<file path="src/rtl/proc_run_ctrl_pkg.sv">
// Shared types and default sizes for the processor load/run/readback sequencer.
package proc_ctrl_pkg;

  localparam int IMEM_AW_DEF = 9;
  localparam int DATA_W_DEF  = 32;
  localparam int REG_ID_W    = 4;

  typedef enum logic [2:0] {
    IDLE = 3'd0,
    LOAD = 3'd1,
    RUN  = 3'd2,
    GAP  = 3'd3,
    DUMP = 3'd4,
    FIN  = 3'd5
  } state_t;

endpackage

</file>
<file path="src/rtl/proc_run_ctrl_if.sv">
// Host-side streams of the sequencer: command, instruction words in, register values out.
interface proc_run_ctrl_if
  import proc_ctrl_pkg::*;
#(
  parameter int IMEM_AW = IMEM_AW_DEF,
  parameter int DATA_W  = DATA_W_DEF
);

  // All three streams: a beat transfers on a clock edge where valid && ready;
  // the sender holds valid and its payload stable until that edge.
  logic                cmd_valid;
  logic                cmd_ready;
  logic [IMEM_AW:0]    cmd_len;

  logic                in_valid;
  logic                in_ready;
  logic [DATA_W-1:0]   in_data;

  logic                out_valid;
  logic                out_ready;
  logic [DATA_W-1:0]   out_data;
  logic [REG_ID_W-1:0] out_idx;
  logic                out_last;

  modport master (
    output cmd_valid, cmd_len, in_valid, in_data, out_ready,
    input  cmd_ready, in_ready, out_valid, out_data, out_idx, out_last
  );

  modport slave (
    input  cmd_valid, cmd_len, in_valid, in_data, out_ready,
    output cmd_ready, in_ready, out_valid, out_data, out_idx, out_last
  );

endinterface

</file>
<file path="src/rtl/proc_run_timer.sv">
// Loadable down-counter that times the processor RUN window; zero flag ends it.
module proc_run_timer #(
  parameter int W = 12
) (
  input  logic         clock,
  input  logic         reset,
  input  logic         i_load,
  input  logic         i_en,
  input  logic [W-1:0] i_load_val,
  output logic         o_zero
);

  logic [W-1:0] r_count;

  always_ff @(posedge clock) begin
    if (reset) begin
      r_count <= '0;
    end else if (i_load) begin
      r_count <= i_load_val;
    end else if (i_en && (r_count != '0)) begin
      r_count <= r_count - W'(1);
    end
  end

  assign o_zero = (r_count == '0);

endmodule

</file>
<file path="src/rtl/proc_run_ctrl.sv">
// Sequencer: load program words into IMEM, run the processor, then stream the register file out.
// Optional RUN_CYCLE_CNT_EN adds the run_cycles counter output.
module proc_run_ctrl
  import proc_ctrl_pkg::*;
#(
  parameter int IMEM_AW      = IMEM_AW_DEF,
  parameter int DATA_W       = DATA_W_DEF,
  parameter int NUM_REGS     = 6,
  parameter int DRAIN_CYCLES = 3
) (
  input  logic                clock,
  input  logic                reset,
  proc_run_ctrl_if.slave      host,
  output logic                busy,
  output logic                done,
  output logic                err,
  output logic [IMEM_AW-1:0]  addr,
  output logic                wEn,
  output logic [DATA_W-1:0]   wDat,
  output logic                working,
  output logic [REG_ID_W-1:0] rID,
  input  logic [DATA_W-1:0]   rdata,
`ifdef RUN_CYCLE_CNT_EN
  output logic [15:0]         run_cycles,
`endif
  output state_t              dbg_state
);

  localparam int TW = IMEM_AW + 3;
  localparam logic [IMEM_AW:0]    DEPTH    = (IMEM_AW+1)'(2**IMEM_AW);
  localparam logic [REG_ID_W-1:0] LAST_IDX = REG_ID_W'(NUM_REGS - 1);

  state_t                r_state;
  state_t                w_next;
  logic [IMEM_AW:0]      r_len;
  logic [IMEM_AW:0]      r_cnt;
  logic [IMEM_AW-1:0]    r_addr;
  logic [DATA_W-1:0]     r_wdat;
  logic                  r_wen;
  logic                  r_working;
  logic                  r_busy;
  logic                  r_done;
  logic                  r_err;
  logic [REG_ID_W-1:0]   r_idx;
  logic [REG_ID_W-1:0]   r_rid;
  logic                  r_out_valid;
  logic [DATA_W-1:0]     r_out_data;
  logic [REG_ID_W-1:0]   r_out_idx;
  logic                  r_out_last;

  logic                  w_cmd_fire;
  logic                  w_cmd_bad;
  logic                  w_beat;
  logic                  w_ld_timer;
  logic                  w_out_fire;
  logic                  w_tmr_zero;
  logic [TW-1:0]         w_tmr_val;

  assign w_tmr_val = TW'(r_len) + TW'(DRAIN_CYCLES) - TW'(1);

  proc_run_timer #(.W(TW)) u_timer (
    .clock      (clock),
    .reset      (reset),
    .i_load     (w_ld_timer),
    .i_en       (r_state == RUN),
    .i_load_val (w_tmr_val),
    .o_zero     (w_tmr_zero)
  );

  always_comb begin
    w_next     = r_state;
    w_cmd_fire = 1'b0;
    w_cmd_bad  = 1'b0;
    w_beat     = 1'b0;
    w_ld_timer = 1'b0;
    w_out_fire = 1'b0;
    case (r_state)
      IDLE: begin
        if (host.cmd_valid) begin
          if (host.cmd_len > DEPTH) begin
            w_cmd_bad = 1'b1;
          end else if (host.cmd_len == '0) begin
            w_next = GAP;
          end else begin
            w_next     = LOAD;
            w_cmd_fire = 1'b1;
          end
        end
      end
      // The cycle where cnt reaches len is the one showing the final write.
      LOAD: begin
        if (r_cnt == r_len) begin
          w_next     = RUN;
          w_ld_timer = 1'b1;
        end else if (host.in_valid) begin
          w_beat = 1'b1;
        end
      end
      RUN:  if (w_tmr_zero) w_next = GAP;
      GAP:  w_next = DUMP;
      DUMP: begin
        if (r_out_valid && host.out_ready) begin
          w_out_fire = 1'b1;
          if (r_out_last) w_next = FIN;
        end
      end
      FIN:     w_next = IDLE;
      default: w_next = IDLE;
    endcase
  end

  always_ff @(posedge clock) begin
    if (reset) begin
      r_state     <= IDLE;
      r_len       <= '0;
      r_cnt       <= '0;
      r_addr      <= '0;
      r_wdat      <= '0;
      r_wen       <= 1'b0;
      r_working   <= 1'b0;
      r_busy      <= 1'b0;
      r_done      <= 1'b0;
      r_err       <= 1'b0;
      r_idx       <= '0;
      r_rid       <= '0;
      r_out_valid <= 1'b0;
      r_out_data  <= '0;
      r_out_idx   <= '0;
      r_out_last  <= 1'b0;
    end else begin
      r_state   <= w_next;
      r_busy    <= (w_next != IDLE);
      r_err     <= w_cmd_bad;
      r_done    <= (w_next == FIN);
      r_wen     <= w_beat;
      r_working <= (w_next == RUN);
      if (w_cmd_fire) begin
        r_len <= host.cmd_len;
        r_cnt <= '0;
      end
      if (w_beat) begin
        r_addr <= r_cnt[IMEM_AW-1:0];
        r_wdat <= host.in_data;
        r_cnt  <= r_cnt + (IMEM_AW+1)'(1);
      end
      // rID leads out_data by one cycle; a handshake issues the next rID and
      // the following cycle samples it.
      if ((r_state != DUMP) && (w_next == DUMP)) begin
        r_idx       <= '0;
        r_rid       <= '0;
        r_out_valid <= 1'b0;
        r_out_last  <= 1'b0;
      end else if (r_state == DUMP) begin
        if (w_out_fire) begin
          r_out_valid <= 1'b0;
          if (!r_out_last) begin
            r_idx <= r_idx + REG_ID_W'(1);
            r_rid <= r_idx + REG_ID_W'(1);
          end
        end else if (!r_out_valid) begin
          r_out_valid <= 1'b1;
          r_out_data  <= rdata;
          r_out_idx   <= r_idx;
          r_out_last  <= (r_idx == LAST_IDX);
        end
      end
    end
  end

`ifdef RUN_CYCLE_CNT_EN
  logic [15:0] r_run_cycles;

  always_ff @(posedge clock) begin
    if (reset) begin
      r_run_cycles <= '0;
    end else if (w_cmd_fire) begin
      r_run_cycles <= '0;
    end else if (r_working && (r_run_cycles != 16'hFFFF)) begin
      r_run_cycles <= r_run_cycles + 16'd1;
    end
  end

  assign run_cycles = r_run_cycles;
`endif

  assign host.cmd_ready = (r_state == IDLE);
  assign host.in_ready  = (r_state == LOAD) && (r_cnt != r_len);
  assign host.out_valid = r_out_valid;
  assign host.out_data  = r_out_data;
  assign host.out_idx   = r_out_idx;
  assign host.out_last  = r_out_last;

  assign busy      = r_busy;
  assign done      = r_done;
  assign err       = r_err;
  assign addr      = r_addr;
  assign wEn       = r_wen;
  assign wDat      = r_wdat;
  assign working   = r_working;
  assign rID       = r_rid;
  assign dbg_state = r_state;

endmodule

</file>
<file path="src/flat_wrapper.sv">
// flat-port wrapper written by rule: the top's interface ports become plain ports
module proc_run_ctrl_flat import proc_ctrl_pkg::*;
#(
  parameter int IMEM_AW      = IMEM_AW_DEF,
  parameter int DATA_W       = DATA_W_DEF,
  parameter int NUM_REGS     = 6,
  parameter int DRAIN_CYCLES = 3
)
  (clock, reset, busy, done, err, addr, wEn, wDat, working, rID, rdata, dbg_state, host_cmd_valid, host_cmd_len, host_in_valid, host_in_data, host_out_ready, host_cmd_ready, host_in_ready, host_out_valid, host_out_data, host_out_idx, host_out_last);
  proc_run_ctrl_if #(.IMEM_AW(IMEM_AW), .DATA_W(DATA_W)) host_i ();
  input  logic clock;
  input  logic reset;
  output logic busy;
  output logic done;
  output logic err;
  output logic [IMEM_AW-1:0] addr;
  output logic wEn;
  output logic [DATA_W-1:0] wDat;
  output logic working;
  output logic [REG_ID_W-1:0] rID;
  input  logic [DATA_W-1:0] rdata;
  output state_t dbg_state;
  input wire logic [$bits(host_i.cmd_valid)-1:0] host_cmd_valid;
  input wire logic [$bits(host_i.cmd_len)-1:0] host_cmd_len;
  input wire logic [$bits(host_i.in_valid)-1:0] host_in_valid;
  input wire logic [$bits(host_i.in_data)-1:0] host_in_data;
  input wire logic [$bits(host_i.out_ready)-1:0] host_out_ready;
  output wire logic [$bits(host_i.cmd_ready)-1:0] host_cmd_ready;
  output wire logic [$bits(host_i.in_ready)-1:0] host_in_ready;
  output wire logic [$bits(host_i.out_valid)-1:0] host_out_valid;
  output wire logic [$bits(host_i.out_data)-1:0] host_out_data;
  output wire logic [$bits(host_i.out_idx)-1:0] host_out_idx;
  output wire logic [$bits(host_i.out_last)-1:0] host_out_last;
  assign host_i.cmd_valid = host_cmd_valid;
  assign host_i.cmd_len = host_cmd_len;
  assign host_i.in_valid = host_in_valid;
  assign host_i.in_data = host_in_data;
  assign host_i.out_ready = host_out_ready;
  assign host_cmd_ready = host_i.cmd_ready;
  assign host_in_ready = host_i.in_ready;
  assign host_out_valid = host_i.out_valid;
  assign host_out_data = host_i.out_data;
  assign host_out_idx = host_i.out_idx;
  assign host_out_last = host_i.out_last;
  proc_run_ctrl #(.IMEM_AW(IMEM_AW), .DATA_W(DATA_W), .NUM_REGS(NUM_REGS), .DRAIN_CYCLES(DRAIN_CYCLES)) u_core (.clock(clock), .reset(reset), .host(host_i), .busy(busy), .done(done), .err(err), .addr(addr), .wEn(wEn), .wDat(wDat), .working(working), .rID(rID), .rdata(rdata), .dbg_state(dbg_state));
endmodule
</file>
<file path="config.mk">
export PLATFORM = sky130hd
export DESIGN_NAME = proc_run_ctrl_flat
export DESIGN_NICKNAME = d
export VERILOG_FILES = /design/src/rtl/proc_run_ctrl_pkg.sv /design/src/rtl/proc_run_ctrl_if.sv /design/src/rtl/proc_run_timer.sv /design/src/rtl/proc_run_ctrl.sv /design/src/flat_wrapper.sv
export SDC_FILE = /design/constraint.sdc
export NUM_CORES = 1
export LEC_CHECK = 0
export ABC_CLOCK_PERIOD_IN_PS = 2900
export CAP_MARGIN = 25
export CORE_MARGIN = 5
export CORE_UTILIZATION = 42
export DETAILED_ROUTE_END_ITERATION = 8
export MAX_ROUTING_LAYER = met4
export PLACE_DENSITY = 0.86
export SYNTH_ARGS = -nofsm -noshare
export SYNTH_HDL_FRONTEND = slang
export SYNTH_SLANG_ARGS = --single-unit
</file>
<file path="constraint.sdc">
create_clock -name clock -period 2.9 [get_ports clock]
set_input_delay 0.58 -clock clock [delete_from_list [all_inputs] [get_ports clock]]
set_output_delay 0.58 -clock clock [all_outputs]
set_load 0.02 [all_outputs]
</file>
==> metrics.md <==
| Metric | Value |
|---|---|
| Outcome | `completed` |
| Endpoint type of the worst setup path | `flip-flop` |
| Yosys top cell by area | `dfxtp_1` |
| Worst path bufs/invs | `0` |
| Post-DP HPWL | `11100 um` |
| Clock Latency Late Sink | `0.42 ns` |
| Post-synth top area share | `45.6%` |
| Initial core utilization | `42.8%` |
| Mapped Avg Cell Area | `8.00 um2` |
| Root buf cell | `clkbuf_16` |
| Antenna violations before repair | `0` |
| IO Pins | `172` |
| Count of maximum capacitance violations | `0` |
| CP Max Fanout | `6` |
| Lkg Pwr | `2.87 nW` |
| Core Area | `12600 um2` |
| Clk sinks | `123` |
| Reg area | `2460 um2` |
| DRT iter0 DRCs | `286` |
| Nets | `930` |
| Share of cells above drive strength 1 | `8.38%` |
| Cell family with most CP delay | `simple AND/OR/NAND/NOR gates` |
| Commonest non-fill, non-tap cell in the layout | `nand2_1` |
| CTS tree | `done` |
| Commonest cells after routing, fill and taps aside | `nand2_1, clkdlybuf4s50_1, dfxtp_1` |
| Worst Path Arrival | `3.10 ns` |
| Register area share after synthesis | `45.6%` |
| Drt total wl | `15400 um` |
| Hold Vio Cnt, Final | `0` |
| Area Overhead vs Synth | `48.2%` |
| I/O Buffers | `171` |
| Num CTS Buffers | `17` |
| DRC | `0` |
| Post-layout min period | `2.77 ns` |
| Final Cycle Share | `95.5%` |
| Distinct cells, synth | `59` |
| Vias per Instance | `5.13` |
| Slew Limit Fails | `0` |
| Via count | `5287` |
| Setup TNS | `0 ns` |
| Die width | `123 um` |
| DR WL/cell | `14.9 um` |
| Largest net degree at the start of global routing | `59` |
| Fillers | `1067` |
| Worst path slowest cell | `dfxtp_1` |
| Layout Utilization | `63.4%` |
| Die outline area | `15200 um2` |
| Crit-path cells | `xor2_1, or2_1, nor4_4, nand2_1, o21ai_0, ha_1, nor4b_4, nand2_1, or3_1, xor2_1, a211oi_1` |
| CTS max path bufs | `2` |
| Rel. slew slack | `54.3%` |
| Grt ovf | `0` |
| Final setup vio count | `0` |
| Worst slew pin tran | `0.677 ns` |
| Ys Warns | `0` |
| DP Area | `7360 um2` |
| Gr usage total | `20.8%` |
| Hold slack | `0.451 ns` |
| Register bit count reported by yosys | `123` |
| Startpoint Class | `flip-flop` |
| Vias in the first global route | `5084` |
| Critical path class | `reg -> reg` |
| Achievable Freq | `361 MHz` |
| Ys flop type | `dfxtp_1` |
| Mapped Cells | `675` |
| DR pass1 iterations | `4` |
| Hold Crit Class | `reg -> reg` |
| Top cells by area, synth | `dfxtp_1, nand2_1, a21oi_1, nor2_1, xnor2_1` |
| Number of enable flip-flop cells after synthesis | `0` |
| DIE HEIGHT | `123 um` |
| # rows | `41` |
| Placer Congestion | `0.874` |
| Pwr dens | `601 nW/um2` |
| Post-CTS Setup Inserts | `0` |
| Maximum vdd ir drop | `0.401 mV` |
| Worst EP required | `3.23 ns` |
| H-Tree Depth | `4` |
| Async set-reset flop share out of synthesis | `0%` |
| Synthesized Nets | `759` |
| CP max stage delay | `0.42 ns` |
| Multi-input logic area | `2770 um2` |
| Synth Cell Area | `5400 um2` |
| Final instance area | `8000 um2` |
| Clock slew at reported path FFs | `0.06 ns` |
| Clk_skew | `0.00642 ns` |
| Antenna viol nets, final | `0` |
| Ant. Diodes | `0` |
| First-pass GRT wire length | `24200 um` |
==> stage by stage <==
stage          total power, mW  std cells  worst slack, ns
6_report                  4.81       1031            0.130
5_1_grt                   5.02       1031          -0.0778
4_1_cts                   4.83       1031            0.110
3_5_place_dp              2.62        999           0.0849
3_3_place_gp              2.60        999            0.147
2_1_floorplan             2.29        675          0.00695
==> kinds of logic after synthesis <==
| family | after synthesis | synth area share [%] |
|---|---|---|
| simple gates | 303 | 25.9 |
| compound gates | 147 | 15.6 |
| flops | 123 | 45.6 |
| buf+inv | 52 | 4.17 |
| xor+xnor | 35 | 5.81 |
| mux | 10 | 1.85 |
| fa+ha+maj | 5 | 1.16 |
==> area by class of cell <==
cell class / instances / area share, %
Multi-Input combinational cell: 500 / 34.6
Inverter: 7 / 0.328
Timing Repair Buffer: 197 / 23.8
Clock inverter: 10 / 1.72
Tap cell: 172 / 2.69
Clock buffer: 22 / 6.05
Sequential cell: 123 / 30.8
==> flip-flops by register name (all words and copies together) (netlist names), 3 cells and up <==
register and cells:
u_core.addr 9, u_core.host.out_data 32, u_core.host.out_idx 4, u_core.r_idx 4, u_core.r_len 10, u_core.r_cnt 10, u_core.wDat 32, u_core.u_timer.r_count 12
u_core.dbg_state 3
==> synth_stat cells (2+ instances only) <==
cell / number
nand2_1: 172
dfxtp_1: 123
a21oi_1: 95
nor2_1: 49
clkbuf_1: 32
xnor2_1: 19
xor2_1: 15
a211oi_1: 11
mux2i_1: 10
nand3b_1: 10
nor3_1: 10
o21ai_0: 10
buf_2: 9
nand4_1: 9
and3_1: 7
inv_1: 7
nor4_1: 7
nand3_1: 6
o21ai_1: 6
ha_1: 5
nor2b_1: 5
a31oi_1: 4
nor3b_1: 3
nor4b_1: 3
o211a_1: 3
o211ai_1: 3
or3_1: 3
a21o_1: 2
and2_1: 2
and4_1: 2
buf_6: 2
nand2b_1: 2
o31ai_1: 2
or2_2: 2
==> worst reg2reg max path, cell delays in order, from the launching register on <==
cell      delay [ns]
dfxtp_1         0.42
xor2_1          0.11
or2_1           0.34
nor4_4          0.33
nand2_1         0.11
o21ai_0         0.09
ha_1            0.22
nor4b_4         0.30
nand2_1         0.08
or3_1           0.32
xor2_1          0.15
a211oi_1        0.21
==> what timing repair did <==
action / CTS / global route
hold buffers: 0 / 0
setup endpoints to repair: 1 / 4
gates resized for setup: 1 / 4
==> per-layer routing <==
| layer | wire [um] | global-route usage (%) |
|---|---|---|
| met5 | 0 | - |
| met1 | 6570 | 25.0 |
| met4 | 308 | 8.03 |
| met3 | 1420 | 7.23 |
| met2 | 7100 | 32.1 |
==> power breakdown <==
part	internal, mW	leakage (nW)	switching, mW
clock network	1.44	0.303	0.759
logic	0.376	1.57	0.431
registers	1.75	0.994	0.0526
total	3.57	2.87	1.24
==> final timing paths <==
check        cells past startpoint  slack (ns)                     start                   endpoint
min reg2reg                      2        0.45  u_core.host.out_data[18]   u_core.host.out_data[18]
min                              2        0.45  u_core.host.out_data[18]   u_core.host.out_data[18]
max reg2reg                     11        0.13           u_core.r_cnt[5]  u_core.u_timer.r_count[8]
max                             11        0.13           u_core.r_cnt[5]  u_core.u_timer.r_count[8]
No activity file was read; power rests on OpenSTA's default activity.
